==> config.mk <==
export PLATFORM = sky130hd
export DESIGN_NAME = instr_fetch_unit
export DESIGN_NICKNAME = d
export VERILOG_FILES = /design/src/rtl/instr_fetch_unit.sv
export SDC_FILE = /design/constraint.sdc
export NUM_CORES = 1
export LEC_CHECK = 0
export CAP_MARGIN = 20
export CORE_MARGIN = 1.5
export CORE_UTILIZATION = 40
export DETAILED_ROUTE_END_ITERATION = 10
export PLACE_DENSITY = 0.64
export SLEW_MARGIN = 20
export SYNTH_ARGS = -nofsm -noshare
export SYNTH_HDL_FRONTEND = slang
export SYNTH_SLANG_ARGS = --single-unit
==> constraint.sdc <==
create_clock -name clk -period 8.2 [get_ports clk]
set_clock_uncertainty 0.15 [all_clocks]
set_input_delay 1.23 -clock clk [delete_from_list [all_inputs] [get_ports clk]]
set_output_delay 1.23 -clock clk [all_outputs]
set_load 0.02 [all_outputs]
==> src/rtl/instr_fetch_unit.sv <==
// Instruction fetch unit: one-outstanding-request fetcher feeding a small circular
// prefetch FIFO, with redirect flush and discard of in-flight stale responses.
module instr_fetch_unit #(
    parameter logic [31:0] RESET_PC = 32'h0000_0000,
    parameter int          DEPTH    = 2
) (
    input  logic        clk,
    input  logic        rst,
    input  logic        redirect_valid,
    input  logic [31:0] redirect_pc,
    output logic        mem_req,
    output logic [31:0] mem_addr,
    input  logic        mem_ack,
    input  logic [31:0] mem_rdata,
    output logic        if_valid,
    output logic [31:0] if_instr,
    output logic [31:0] if_pc,
    input  logic        if_ready
);
    localparam int PW = (DEPTH > 2) ? 2 : 1;

    typedef enum logic [1:0] {FETCH, WAIT, DISCARD} state_t;

    state_t                 state;
    logic [31:0]            fetch_pc;
    logic [DEPTH-1:0][31:0] buf_instr;
    logic [DEPTH-1:0][31:0] buf_pc;
    logic [PW-1:0]          head;
    logic [PW-1:0]          tail;
    logic [2:0]             count;
    logic                   push;
    logic                   pop;
    logic                   unused_bits;

    function automatic logic [PW-1:0] ptr_inc(input logic [PW-1:0] p);
        return (p == PW'(DEPTH - 1)) ? '0 : p + PW'(1);
    endfunction

    assign unused_bits = ^redirect_pc[1:0];
    assign if_valid    = (count != 3'd0);
    assign if_instr    = buf_instr[head];
    assign if_pc       = buf_pc[head];
    assign pop         = if_valid && if_ready;
    // A response is kept only if no redirect has touched it, including this cycle.
    assign push        = (state == WAIT) && mem_ack && !redirect_valid;

    always_ff @(posedge clk or posedge rst) begin
        if (rst) begin
            state     <= FETCH;
            fetch_pc  <= RESET_PC;
            mem_req   <= 1'b0;
            mem_addr  <= RESET_PC;
            buf_instr <= '0;
            buf_pc    <= '0;
            head      <= '0;
            tail      <= '0;
            count     <= '0;
        end else begin
            case (state)
                FETCH: begin
                    // Nothing is outstanding here, so count alone bounds occupancy.
                    if (!redirect_valid && count < 3'(DEPTH)) begin
                        mem_req  <= 1'b1;
                        mem_addr <= fetch_pc;
                        state    <= WAIT;
                    end
                end
                WAIT: begin
                    if (mem_ack) begin
                        mem_req <= 1'b0;
                        state   <= FETCH;
                        if (!redirect_valid) fetch_pc <= fetch_pc + 32'd4;
                    end else if (redirect_valid) begin
                        state <= DISCARD;
                    end
                end
                DISCARD: begin
                    if (mem_ack) begin
                        mem_req <= 1'b0;
                        state   <= FETCH;
                    end
                end
                default: state <= FETCH;
            endcase

            if (redirect_valid) fetch_pc <= {redirect_pc[31:2], 2'b00};

            if (redirect_valid) begin
                head  <= '0;
                tail  <= '0;
                count <= '0;
            end else begin
                if (push) begin
                    buf_instr[tail] <= mem_rdata;
                    buf_pc[tail]    <= mem_addr;
                    tail            <= ptr_inc(tail);
                end
                if (pop) head <= ptr_inc(head);
                case ({push, pop})
                    2'b10:   count <= count + 3'd1;
                    2'b01:   count <= count - 3'd1;
                    default: count <= count;
                endcase
            end
        end
    end
endmodule
# Word level (Yosys, flattened, before mapping)
# Cells that the tools add are included.
dict set report totals {
  register_bits 200
  latch_bits 0
  ram_bits 0
  romBits 0
  inputBits 69
  out_inout_bits 98
  elab_cells 76
  memories 0
}
dict set report classes {
  add_sub_neg 5
  n_mul 0
  div 0
  n_lt_le_gt_ge 4
  eq_ne 8
  shift 0
  mux 27
  bitwise_logic 1
  n_reduce_logical 20
}
# operator n
set ops {}
lappend ops {{$mux 32} 8}
lappend ops {{$bwmux 64} 2}
lappend ops {{$add 32x3->32 const B} 1}
lappend ops {{$demux 32 s1} 1}
lappend ops {{$reduce_bool 2->1} 5}
lappend ops {{$mux 1} 8}
lappend ops {{$mux 2} 4}
lappend ops {{$pmux 2 s3} 1}
lappend ops {{$pmux 3 s2} 1}
lappend ops {{$reduce_and 2->1} 3}
lappend ops {{$reduce_and 3->1} 2}
lappend ops {{$reduce_bool 3->1} 2}
lappend ops {{$logic_and 1x1->1} 5}
lappend ops {{$eq 2x1->1 const B} 2}
lappend ops {{$eq 2x2->1 const B} 2}
lappend ops {{$lt 1x2->1 const B} 2}
lappend ops {{$ne 2x2->1 const B} 2}
lappend ops {{$add 3x1->3 const B} 1}
lappend ops {{$lt 3x2->1 const B} 1}
lappend ops {{$mux 3} 1}
lappend ops {{$ne 3x3->1 const B} 1}
lappend ops {{$sub 3x1->3 const B} 1}
lappend ops {{$add 1x1->1 const B} 2}
lappend ops {{$logic_not 2->1} 1}
lappend ops {{other kinds (6)} 6}

# Longest topological paths before layout
# Gate-level depths: netlist of run 1.
dict set report logic_depth {
  ltp_word 6
  mapped_depth 9
  ltp_nobuf 9
}

# Least setup slack after synthesis of run 1
# OpenSTA, ideal clock, no wires.
dict set report synth_path {
  path_type {input -> register}
  start {input mem_ack}
  end {register count[2]}
  arrival_ns 2.734
  required_time_ns 7.972
  setup_slack_ns 5.238
  cell_stages 7
  path_cell_list {nand2_1 nor2_1 nor2_1 fa_1 or3b_2 a21o_1 a21oi_1}
}
dict set report synth_via {
  elab_chain_len 5
}
# item line_no
set synth_rtl {}
lappend synth_rtl {{from (decl)} 13} ;# input logic mem_ack,
lappend synth_rtl {{$logic_and 1x1->1 * (2 in series)} 45} ;# assign push = (state == WAIT) && mem_ack && !redirect_valid;
lappend synth_rtl {{$eq 2x1->1 or $eq 2x2->1 (tied branches)} 99} ;# case ({push, pop})
lappend synth_rtl {{$pmux 3 s2} 99}
lappend synth_rtl {{$mux 3} 88} ;# if (redirect_valid) begin
lappend synth_rtl {{to (signal assigned)} 100} ;# 2'b10: count <= count + 3'd1;
lappend synth_rtl {{to (signal assigned)} 101} ;# 2'b01: count <= count - 3'd1;
lappend synth_rtl {{to (signal assigned)} 102} ;# default: count <= count;
lappend synth_rtl {{to (decl)} 30} ;# logic [2:0] count;
# Every way passes the cells marked *; elsewhere a longest branch is shown, timed or not.
# A chain may end at the register's enable or synchronous reset.

# Worst setup path in the final report of run 1
dict set report layout_path {
  start {register head}
  end {output if_pc[21]}
}
dict set report layout_via {
  elab_chain_len 2
}
# item line_no
set layout_rtl {}
lappend layout_rtl {{from (decl)} 28} ;# logic [PW-1:0] head;
lappend layout_rtl {{from (signal assigned)} 98} ;# if (pop) head <= ptr_inc(head);
lappend layout_rtl {{$mux 32 (not written as such) (2 in series)} 42} ;# assign if_pc = buf_pc[head];
lappend layout_rtl {{to (decl)} 17} ;# output logic [31:0] if_pc,
# No other way between the ends. The select of a mux whose other input is x is not followed.

==> results.cfg, run 1 <==
[run_status]
status = finished, final reports clean

[min_path]
hold_path.class = reg2reg
hold_depth = 1
min_from = buf_pc[50]
worstHoldEndpoint = buf_pc[50]

[cts]
numCtsBuffers = 17
root_buffer = clkbuf_16
cts_sinks = 192
cts_max_level = 4
insertion_delay_ps = 420
cts_setup_buffers = 0
clk_pin_slew_ps = 70
cts_resized = 0
cts_tree = built
hold_buffers = 0
clock_path_buffers = 2

[sta]
maxSlewHeadroom = 0.3421
setup_viol = 0
finalHoldViolations = 0
finalMaxSlewViolations = 0
finalCritPeriodShare = 0.5089
min_period_ps = 4173
fin_tns_setup_ps = 0
fin_ws_ps = 4027
fmax_mhz = 239.6
grt_setup_unrepaired = false
tightest_slew_ps = 986.8

[synthesis]
postSynthCellCount = 648
yosys_warnings = 0
synth_area_um2 = 8646
synth_area_leaders = dfrtp_1, mux2_2, o21ai_0
avgSynthCellArea_um2 = 13.34
synth_seq_cells = 192
ys.flop_type = dfrtp_1
ys_seq_area_frac = 0.5557
synth_top_area_cell = dfrtp_1
async_reset_ff_frac = 1.000
yosysUniqueCellTypes = 45
yosysTopAreaCellShare = 0.5557
synth_edf_count = 0

[detailed_routing]
routedWlPerCell_um = 17.69
drt_iter0_drc = 171
antenna_left = 0
met1_length_um = 8354
drcViolationCount = 0
dr.pass1.iters = 4
vias_per_cell = 5.196
vias = 5653
met2_length_um = 9695
highest_layer = met5
wl_met3_um = 1018
wl_um = 19250

[floorplanning]
std_cell_rows = 53
core-area_um2 = 21090
die_y_um = 150.0
design.die.area_um2 = 22510
start_util = 0.4100
die_w_um = 150.0
io_pins = 167

[power]
combPwrFrac = 0.450
vdd_drop_max_mv = 0.1944
p_seq_frac = 0.367
swShare = 0.3474
power_switching_mw = 1.508
p_total_mw = 4.342
clkPwrFrac = 0.183
internal_power_mw = 2.834
p_per_area_nw_per_um2 = 391.6
p_leak_nw = 4.698

[cells_and_area]
fillers = 1786
antenna_cells = 0
areaGrowthSynthToFinish_pct = 28.23
final_cell_mix = mux2_2, dfrtp_1, clkdlybuf4s50_1, nand2_1, o21ai_0
finalNetCount = 875
final_layout_size_suffix_gt1_frac = 0.3223
stdcell_count = 1088
layout_commonest_cell = mux2_2

[placement]
dp.cells = 1056
port_buffers = 160
pre_cts_slack_ps = 4310
hpwlAfterDp_um = 13080
gp_congestion = 0.8006

[global_route]
antenna_found_initial = 2
grt_pass1_wl_um = 30640
track_usage = 0.1748
grt_pass1_vias = 5973
overflow = 0
grt_max_degree = 126

[worst_setup_path]
cp_slowest_cell = dfrtp_2
end_kind = output port
path_class = reg2out
crit_start = head
reg2reg_depth = 9
startpoint_type = flip-flop
cp_cell_sequence = buf_4 > mux2_2 > clkdlybuf4s50_1
slowest_delay_ps = 790
timing.rr.start = state[1]
cp.required_ps = 6820
rrSetupSlack_ps = 5310
crit_arrival_ps = 2790
crit_fanout = 39
rr_endpoint = count[2]

[run]
maxCapViolCount = 0
[per-layer routing]
metal,global-route usage,vias up
met5,0,-
met4,0.04706,4
met3,0.04268,13
met2,0.3009,138
met1,0.2184,2863
li1,-,2635
[cells by family after synthesis]
kind of cell / share of synthesized area
multiplexers: 0.2836
flip-flops: 0.5557
AND/OR/NAND/NOR: 0.07323
AO/OA/AOI/OAI: 0.03965
buffers and inverters: 0.02359
XOR/XNOR: 0.01418
adder cells (fa/ha/maj): 0.009551
other: 0.0004337
[area by class of cell]
cell class / count / area [um2] / area share
repair buffers: 167 / 1654 / 0.1492
multi-input cells: 413 / 3667 / 0.3308
flip-flops and latches: 192 / 4806 / 0.4335
inverters: 9 / 41.29 / 0.003724
clock buffers: 20 / 456.7 / 0.04119
well taps: 275 / 344.1 / 0.03103
clock inverters: 12 / 117.6 / 0.01061
[worst max path at each step]
stage / end / slack, ps / depth (start not counted)
2_1_floorplan: buf_instr[0] / 1590 / 1
3_3_place_gp: count[2] / 4340 / 8
3_5_place_dp: count[2] / 4310 / 8
4_1_cts: if_pc[21] / 3960 / 3
5_1_grt: if_pc[21] / 3880 / 3
6_report: if_pc[21] / 4030 / 3
[per-stage QoR]
| step | instance area (um2) | util | hold slack [ps] |
|---|---|---|---|
| 3_3_place_gp | 10510 | 0.4985 | 330.8 |
| 4_1_cts | 11090 | 0.5258 | 353.5 |
| 5_1_grt | 11090 | 0.5258 | 359.6 |
| 2_1_floorplan | 8657 | - | 323.7 |
| 3_5_place_dp | 10510 | 0.4985 | 337.2 |
| 6_report | 11090 | 0.5258 | 352.0 |
[sequential cells by signal (all words and copies together) (netlist names), 2 cells and up]
| name | flops |
|---|---|
| buf_instr | 64 |
| buf_pc | 60 |
| fetch_pc | 30 |
| mem_addr | 30 |
| count | 3 |
| state | 2 |
[power groups by stage]
| stage | Clock (mW) | Sequential [mW] | Combinational [mW] |
|---|---|---|---|
| 2_1_floorplan | 0 | 1.60 | 1.14 |
| 3_3_place_gp | 0 | 1.58 | 1.94 |
| 3_5_place_dp | 0 | 1.62 | 1.97 |
| 4_1_cts | 0.819 | 1.60 | 1.98 |
| 5_1_grt | 0.863 | 1.66 | 2.08 |
| 6_report | 0.795 | 1.59 | 1.95 |
[Yosys cell counts (3+ instances only)]
cell and count:
clkbuf_1 23, or3_1 7, nor4_1 3, nor2_1 20, nor2b_1 3, o31ai_1 7
mux2_2 216, nand2_1 29, nand3_1 13, nand4_1 8, ha_1 5, o211ai_1 3
xnor2_1 6, buf_4 4, or4_1 14, a21oi_1 5, nor3_1 5, a31oi_1 11
o21ai_0 23, inv_1 8, xor2_1 8, dfrtp_1 192, buf_2 7
[critical path: cells and delay by family, from the launching register on]
kind	cells	cell delay [ps]
mux	1	400
buf+inv	2	1160
flops	1	790
No activity file was read; power rests on OpenSTA's default activity.
==> run 2: changes to the inputs <==
- clock period: 8.2 -> 4.09 ns (I/O delays scaled with it)
==> results.cfg, run 2 (same netlist as run 1, synthesis figures left out) <==
[cells_and_area]
regMostFlops = buf_instr
areaGrowthSynthToFinish_pct = 28.80
largestRegisters = buf_instr (64), buf_pc (60)
final_layout_size_suffix_gt1_frac = 0.3219
regArea_um2 = 4806
final_cell_mix = mux2_2, dfrtp_1, clkdlybuf4s50_1, nand2_1, o21ai_0
multi_input_area_um2 = 3667
stdcell_count = 1090
fin_area_um2 = 11140
largest_register_ff_count = 64
fillers = 1798
final_util = 0.5281
finalNetCount = 878
layout_commonest_cell = mux2_2

[floorplanning]
start_util = 0.4100
core-area_um2 = 21090
die_y_um = 150.0
design.die.area_um2 = 22510
std_cell_rows = 53
die_w_um = 150.0
io_pins = 167

[worst_setup_path]
crit_arrival_ps = 2520
crit_fanout = 40
path_class = reg2out
cp.required_ps = 3330
end_kind = output port
startpoint_type = flip-flop

[power]
p_per_area_nw_per_um2 = 787.4
p_total_mw = 8.768
vdd_drop_max_mv = 0.3478
p_leak_nw = 4.710

[sta]
fin_tns_setup_ps = 0
setup_viol = 0
tightest_slew_ps = 762.0
grt_setup_unrepaired = false
hold_ws_ps = 350.1
fmax_mhz = 304.7
fin_ws_ps = 807.8
finalCritPeriodShare = 0.8025
finalMaxSlewViolations = 0
finalHoldViolations = 0
min_period_ps = 3282
maxSlewHeadroom = 0.4920

[placement]
placed_cell_area_um2 = 10570
pre_cts_slack_ps = 859.7
gp_congestion = 0.7995
dp.cells = 1059
port_buffers = 160
hpwlAfterDp_um = 13350

[run]
maxCapViolCount = 0

[global_route]
grt_pass1_wl_um = 31330
overflow = 0
antenna_found_initial = 1
grt_pass1_vias = 6011
track_usage = 0.1794
grt_max_degree = 115

[detailed_routing]
antenna_left = 0
met2_length_um = 9536
drt_iter0_drc = 223
met1_length_um = 8523
wl_met3_um = 1128
drcViolationCount = 0
vias_per_cell = 5.220
vias = 5690
wl_um = 19500
routedWlPerCell_um = 17.89
dr.pass1.iters = 4
highest_layer = met4

[cts]
cts_setup_buffers = 0
cts_tree = built
numCtsBuffers = 17
root_buffer = clkbuf_16
hold_buffers = 0
cts_max_level = 4
clock_path_buffers = 2
cts_resized = 0
insertion_delay_ps = 420
clk_pin_slew_ps = 70
cts_sinks = 192

[min_path]
hold_path.class = reg2reg

[run_status]
status = finished, final reports clean
==> run 2: cell count changes in the layout (fill, tap and decap cells not counted), sizes merged <==
cell,change
clkinvlp,+2
clkbuf,-1
clkinv,-1
diode,+1
buf,+3
bufinv,+2
inv,-4
==> run 2: worst paths after layout <==
kind,startpoint,endpoint,slack [ps],cells after the start
worst max register to register,state[1],count[2],1170,9
min in group asynchronous,rst,mem_addr[23],410,2
worst max-delay path,head,if_pc[16],810,3
max in group asynchronous,rst,buf_instr[52],2260,3
worst min-delay path,buf_instr[59],buf_instr[59],350,1
worst min register to register,buf_instr[59],buf_instr[59],350,1
==> run 2: layout make-up <==
class,instances,area share
diodes,1,0.0002247
clock buffers,19,0.03888
clock inverters,11,0.01180
inverters,9,0.003371
multi-input cells,413,0.3293
flip-flops and latches,192,0.4316
well taps,275,0.03090
repair buffers,170,0.1539
==> run 2: per-layer routing <==
layer,vias up,track usage
li1,2645,-
met1,2861,0.2254
met2,162,0.3028
met3,22,0.04726
met4,0,0.05245
met5,-,0
==> run 2: report_power, final <==
part / total, mW / leakage [nW] / switching (mW) / internal (mW)
combinational: 3.95 / 2.07 / 1.75 / 2.20
clock: 1.62 / 0.267 / 0.714 / 0.902
sequential: 3.20 / 2.38 / 0.537 / 2.66
total: 8.77 / 4.71 / 3.01 / 5.76
==> run 2: critical path: stages, from the launching register on <==
cell and delay, ps:
dfrtp_2 780, buf_12 340, mux2_2 370, clkdlybuf4s50_1 570
